### src/rtl/regfile_bypass_sb.sv
// 2-read/2-write register file with same-cycle write-to-read bypass and a
// per-register busy scoreboard for WAW/RAW tracking in the pipelined core.
module regfile_bypass_sb #(
  parameter int unsigned XLEN     = 32,
  parameter int unsigned AW       = 5,
  parameter int unsigned ZERO_REG = 1
) (
  input  logic            clk,
  input  logic            rst,
  input  logic [AW-1:0]   rs1_addr,
  input  logic [AW-1:0]   rs2_addr,
  output logic [XLEN-1:0] rs1_data,
  output logic [XLEN-1:0] rs2_data,
  output logic            rs1_busy,
  output logic            rs2_busy,
  input  logic            we0,
  input  logic [AW-1:0]   waddr0,
  input  logic [XLEN-1:0] wdata0,
  input  logic            we1,
  input  logic [AW-1:0]   waddr1,
  input  logic [XLEN-1:0] wdata1,
  input  logic            issue_valid,
  input  logic [AW-1:0]   issue_rd,
  output logic            issue_stall,
  input  logic [AW-1:0]   debug_addr,
  output logic [XLEN-1:0] debug_data,
  output logic            debug_busy
);

  localparam int unsigned NREGS = 2 ** AW;
  localparam bit          ZR    = (ZERO_REG != 0);

  logic [XLEN-1:0] regs_q [NREGS];
  logic [XLEN-1:0] regs_d [NREGS];
  logic [NREGS-1:0] busy_q;
  logic [NREGS-1:0] busy_d;
  logic [NREGS-1:0] clr_vec;
  logic             wen0;
  logic             wen1;
  logic             stall_int;
  logic             issue_acc;

  // Bypassed read: x0 hardwired, then port 1 (younger), then port 0, then array.
  function automatic logic [XLEN-1:0] rd_byp(input logic [AW-1:0] a);
    if (ZR && (a == '0))                return '0;
    else if (we1 && (waddr1 == a))      return wdata1;
    else if (we0 && (waddr0 == a))      return wdata0;
    else                                return regs_q[a];
  endfunction

  // Effective write enables; writes to x0 are dropped when it is hardwired.
  always_comb begin
    wen0 = we0 && !(ZR && (waddr0 == '0));
    wen1 = we1 && !(ZR && (waddr1 == '0));
  end

  // Next array contents; port 1 applied last so it wins on an address collision.
  always_comb begin
    for (int i = 0; i < NREGS; i++) regs_d[i] = regs_q[i];
    if (wen0) regs_d[waddr0] = wdata0;
    if (wen1) regs_d[waddr1] = wdata1;
  end

  // Per-register writeback-clear vector.
  always_comb begin
    clr_vec = '0;
    for (int i = 0; i < NREGS; i++) begin
      clr_vec[i] = (we0 && (waddr0 == AW'(i))) || (we1 && (waddr1 == AW'(i)));
    end
  end

  // WAW stall unless the pending producer retires this very cycle.
  always_comb begin
    stall_int = issue_valid && busy_q[issue_rd] && !clr_vec[issue_rd]
                && !(ZR && (issue_rd == '0));
    issue_acc = issue_valid && !stall_int;
  end

  // Scoreboard update: a new issue outranks a same-cycle retire.
  always_comb begin
    busy_d = busy_q;
    for (int i = 0; i < NREGS; i++) begin
      if (issue_acc && (issue_rd == AW'(i))) busy_d[i] = 1'b1;
      else if (clr_vec[i])                   busy_d[i] = 1'b0;
    end
    if (ZR) busy_d[0] = 1'b0;
  end

  // Array and scoreboard state; asynchronous clear on rst low.
  always_ff @(posedge clk or negedge rst) begin
    if (!rst) begin
      for (int i = 0; i < NREGS; i++) regs_q[i] <= '0;
      busy_q <= '0;
    end else begin
      for (int i = 0; i < NREGS; i++) regs_q[i] <= regs_d[i];
      busy_q <= busy_d;
    end
  end

  // Combinational outputs, forced to zero while reset is held.
  always_comb begin
    rs1_data    = '0;
    rs2_data    = '0;
    rs1_busy    = 1'b0;
    rs2_busy    = 1'b0;
    issue_stall = 1'b0;
    debug_data  = '0;
    debug_busy  = 1'b0;
    if (rst) begin
      rs1_data    = rd_byp(rs1_addr);
      rs2_data    = rd_byp(rs2_addr);
      rs1_busy    = busy_q[rs1_addr] && !clr_vec[rs1_addr];
      rs2_busy    = busy_q[rs2_addr] && !clr_vec[rs2_addr];
      issue_stall = stall_int;
      debug_data  = regs_q[debug_addr];
      debug_busy  = busy_q[debug_addr];
    end
  end

endmodule

### config.mk
export PLATFORM = sky130hd
export DESIGN_NAME = regfile_bypass_sb
export DESIGN_NICKNAME = d
export VERILOG_FILES = /design/src/rtl/regfile_bypass_sb.sv
export SDC_FILE = /design/constraint.sdc
export NUM_CORES = 2
export LEC_CHECK = 0
export BUFFER_PORTS_ARGS = -buffer_cell sky130_fd_sc_hd__buf_2
export CORE_MARGIN = 1.5
export CORE_UTILIZATION = 50
export CTS_BUF_LIST = sky130_fd_sc_hd__clkbuf_8
export DETAILED_ROUTE_END_ITERATION = 10
export GPL_ROUTABILITY_DRIVEN = 0
export PLACE_DENSITY = 0.74
export SLEW_MARGIN = 20
export SYNTH_ARGS = -nofsm -noshare
export SYNTH_HDL_FRONTEND = slang
export SYNTH_SLANG_ARGS = --single-unit
### constraint.sdc
create_clock -name clk -period 8.05 [get_ports clk]
set_input_delay 1.61 -clock clk [delete_from_list [all_inputs] [get_ports clk]]
set_output_delay 1.61 -clock clk [all_outputs]
set_load 0.01 [all_outputs]
# [Word level (Yosys, flattened, before mapping)]
# Index checks and enable logic that the tools add are counted.
[totals] register_bits=1055 word_cells=466
[classes] n_reduce_logical=184 mux=106 eq_ne=97 bitwise_logic=5 magnitude_cmp=11
[op_table] operator="1024-bit bitwise mux" count=2
[op_table] operator="1024-bit two-way mux" count=2
[op_table] operator="32-bit two-way mux" count=17
[op_table] operator="32-bit binary-select mux with 5-bit select" count=3
[op_table] operator="32-bit demux with 5-bit select" count=2
[op_table] operator="5-bit == test (second input constant)" count=48
[op_table] operator="5-bit by 4-bit == test with 1-bit output (second input constant)" count=24
[op_table] operator="1-bit logical AND" count=109
[op_table] operator="1-bit two-way mux" count=73
[op_table] operator="2-bit nonzero test" count=31
[op_table] operator="5-bit by 3-bit == test with 1-bit output (second input constant)" count=12
[op_table] operator="1-bit binary-select mux with 5-bit select" count=7
[op_table] operator="1-bit logical OR" count=32
[op_table] operator="5-bit by 2-bit == test with 1-bit output (second input constant)" count=6
[op_table] operator="6-bit greater-or-equal comparator (second input constant)" count=5
[op_table] operator="5-bit inverter with 6-bit output" count=5
[op_table] operator="5-bit zero test" count=5
[op_table] operator="5-bit by 6-bit < comparator with 1-bit output (second input constant)" count=4
[op_table] operator="5-bit == test" count=4
[op_table] operator="5-bit by 1-bit == test with 1-bit output (second input constant)" count=3
[op_table] operator="6-bit by 1-bit < comparator with 1-bit output (second input constant)" count=2
[op_table] operator="1-bit zero test" count=7

# [Depth between registers and ports, before layout]
[depth] ltp_word=12 ltp_mapped=11

# [Worst setup path before layout]
# OpenSTA, ideal clock, no wires.
[synth_path] kind="input -> output" start="input port rs1_addr[0]" end="output port rs1_data[1]" path_buffers=3 stages=7 setup_slack_ns=2.661 arrival_time_ns=3.779 path_cell_list="buf_2 > buf_2 > buf_1 > mux4_2 > mux4_2 > mux2i_1 > o221ai_1"
[synth_via] elab_chain_cells=8
[synth_lines] element="start: declaration" line="10" text="input logic [AW-1:0] rs1_addr,"
[synth_lines] element="5-bit inverter with 6-bit output (implied by the code)" line="48" text="else return regs_q[a];"
[synth_lines] element="32-bit binary-select mux with 5-bit select" line="48"
[synth_lines] element="32-bit two-way mux (implied by the code) (2 in a row)" line="48"
[synth_lines] element="32-bit two-way mux" line="47" text="else if (we0 && (waddr0 == a)) return wdata0;"
[synth_lines] element="32-bit two-way mux" line="46" text="else if (we1 && (waddr1 == a)) return wdata1;"
[synth_lines] element="32-bit two-way mux *" line="45" text="if (ZR && (a == '0)) return '0;"
[synth_lines] element="32-bit two-way mux *" line="109" text="if (rst) begin"
[synth_lines] element="end: declaration" line="12" text="output logic [XLEN-1:0] rs1_data,"
# Every way passes the cells marked *; elsewhere a longest branch is shown, timed or not. The select of a mux whose other input is x is not followed.

# [Final worst setup path]
[layout_path] start="input port rs1_addr[0]" end="output port rs1_data[29]"
# The elaborated chain is that of the path after synthesis.

==> flow_summary.yaml <==
global_route:
  grt_max_degree: 137
  grt_overflow: 0
  grt_usage_pct: 40.16
  grt_first_pass_wirelength_um: 443300
  grt_pass1_vias: 62830
  antenna_found_initial: 35
clock_tree:
  worstSkewPairLatency_ps: 990
  cts_sinks: 1055
  cts_root_buf: "clkbuf_8"
  hold_buffers: 0
  clockBufferDepth: 3
  ctsResizeCount: 0
  h-tree-depth: 4
  cts_setup_buffers: 0
  path_clk_slew_ps: 60
  cts_buffers: 179
  tritoncts: "done"
place:
  dpl.hpwl_um: 169300
  io_buffers: 198
  placed_area_um2: 77720
  placedCellCount: 8242
cells_and_area:
  fillCellCount: 12360
  drive_above_1_share_pct: 26.65
  stdcell_count: 8597
  final_area_um2: 81770
  final_common_cell: "dfrtp_1"
  seq_area_um2: 26400
  area_delta_synth_final_pct: 7.740
  final_cell_mix: "dfrtp_1, mux4_2, mux2i_1, nand2_1, nor2_1"
  multi_input_area_um2: 46310
  fin_nets: 6513
drt:
  drtAntennaViolNets: 0
  vias: 66050
  totalWireLength_um: 312500
  firstDrtPassIters: 11
  first_iter_violations: 13680
  route.detailed.drc: 2
  wl_per_cell_um: 36.35
  viasPerCell: 7.683
sta:
  min_period_over_period_pct: 83.81
  timing.fmax_mhz: 148.2
  period_needed_ps: 6747
  relSlewSlack_pct: 11.56
  setup_viol: 0
  tns_ps: 0
  fin_skew_ps: 27.36
  tightestPinTransition_ps: 1323
  hold_viol: 0
  final_max_slew_viol_count: 0
  rsz0062_at_grt: "false"
setup_path:
  path_class: "in2out"
  cp.required_ps: 6440
  cp-start-kind: "input port"
  crit_arrival_ps: 5140
  end_kind: "primary output"
  path_max_fanout: 71
yosys:
  synthFlopType: "dfrtp_1"
  async_flop_share_pct: 100.0
  synth_simple_gate_area_share_pct: 8.457
  synth_top_family_by_area: "multiplexers"
  synthXorXnorAreaFrac_pct: 0.2308
  synthesis.nets: 6895
  synth_fa_ha_area_share_pct: 0
  ys_ff_latch: 1055
  syn_area_um2: 75900
  yosys_warnings: 0
  synth_compound_area_share_pct: 10.70
  synth_seq_area_share_pct: 34.79
  syn_inst: 6796
  synth_cell_types: 83
  avgSynthCellArea_um2: 11.17
  synth.mux.area_fraction_pct: 40.92
  synth_edf_count: 0
floorplanning:
  die_y_um: 392.6
  core_area_um2: 150300
  die_x_um: 392.6
  num_rows: 142
  ioPinCount: 199
  dieArea_um2: 154100
  initial_core_util_pct: 50.49
worst_hold_path:
  hp-class: "reg2reg"
pwr:
  p_leak_nw: 33.68
  powerDensity_nw_per_um2: 236.8
  peakVddDrop_mv: 0.1743
status:
  outcome: "finished with violations"
  violations: "design-rule violations"
flow_run:
  cap_violations: 0
==> path summary, 6_finish.rpt <==
kind,to,from,depth (start not counted),slack (ps)
hold / removal,regs_q[1012],regs_q[1012],0,410
setup / recovery,rs1_data[29],rs1_addr[0],7,1300
min in group asynchronous,regs_q[621],rst,1,600
setup reg to reg,busy_q[11],busy_q[11],5,5580
hold reg to reg,regs_q[1012],regs_q[1012],0,410
max in group asynchronous,regs_q[156],rst,5,4230
==> per-layer routing <==
metal	vias to the layer above	part of all wire [%]	track usage, %	wire, µm
li1	24970	-	-	-
met1	31940	32	49.41	100200
met2	7314	40	52.54	124100
met3	1787	20	22.89	61260
met4	44	8.4	27.78	26350
met5	-	0.18	1.340	554
==> synth_stat cells (all sizes together), types with 48 or more instances <==
library cell | instances | area, µm²
nor2 | 619 | 2326
o221ai | 67 | 586.8
o21ai | 544 | 2741
clkbuf | 682 | 2589
a22oi | 92 | 719.4
a21oi | 456 | 2282
a221oi | 61 | 534.3
dfrtp | 1055 | 26400
mux4 | 1000 | 22530
buf | 236 | 1070
mux2i | 850 | 8508
nand2 | 781 | 2932
a32oi | 48 | 420.4
==> flip-flops by register name (all words and copies together), names as in the netlist <==
| register | flops |
|---|---|
| regs_q | 1024 |
| busy_q | 31 |
==> per-stage QoR <==
stage / hold slack [ps] / power, W / utilization, % / setup slack (ps)
2_1_floorplan: 458.0 / 0.01208 / - / 2661
3_3_place_gp: 393.9 / 0.01354 / 51.69 / 1507
3_5_place_dp: 402.1 / 0.01387 / 51.71 / 1468
4_1_cts: 414.3 / 0.01905 / 54.22 / 1462
5_1_grt: 429.9 / 0.01997 / 54.36 / 1212
6_report: 411.0 / 0.01936 / 54.40 / 1303
==> power breakdown <==
part,switching (W),internal [W]
Combinational,0.00256,0.00335
Sequential,0.00150,0.00666
Clock,0.00249,0.00281
Total,0.00655,0.0128
==> layout make-up <==
class | instances | area share [%]
Antenna cell | 29 | 0.08875
Clock buffer | 226 | 3.804
Clock inverter | 93 | 0.8248
Inverter | 16 | 0.07345
Multi-Input combinational cell | 4807 | 56.64
Sequential cell | 1055 | 32.29
Tap cell | 2016 | 3.085
Timing Repair Buffer | 355 | 3.198
==> logic make-up (layout without fill, tap and decap cells) <==
| logic type | count (synthesis) | after routing |
|---|---|---|
| compound gates | 1371 | 1371 |
| xor+xnor | 20 | 20 |
| buf+inv | 934 | 690 |
| flops | 1055 | 1055 |
| mux | 1852 | 1852 |
| other cells | 0 | 29 |
| simple gates | 1564 | 1564 |
==> critical path, stage by stage <==
cell and delay [ps]:
buf_8 620, buf_4 580, mux4_2 560, mux4_2 490, mux2i_1 700, o221ai_1 290, buf_2 210
(Power assumes the default switching activity.)
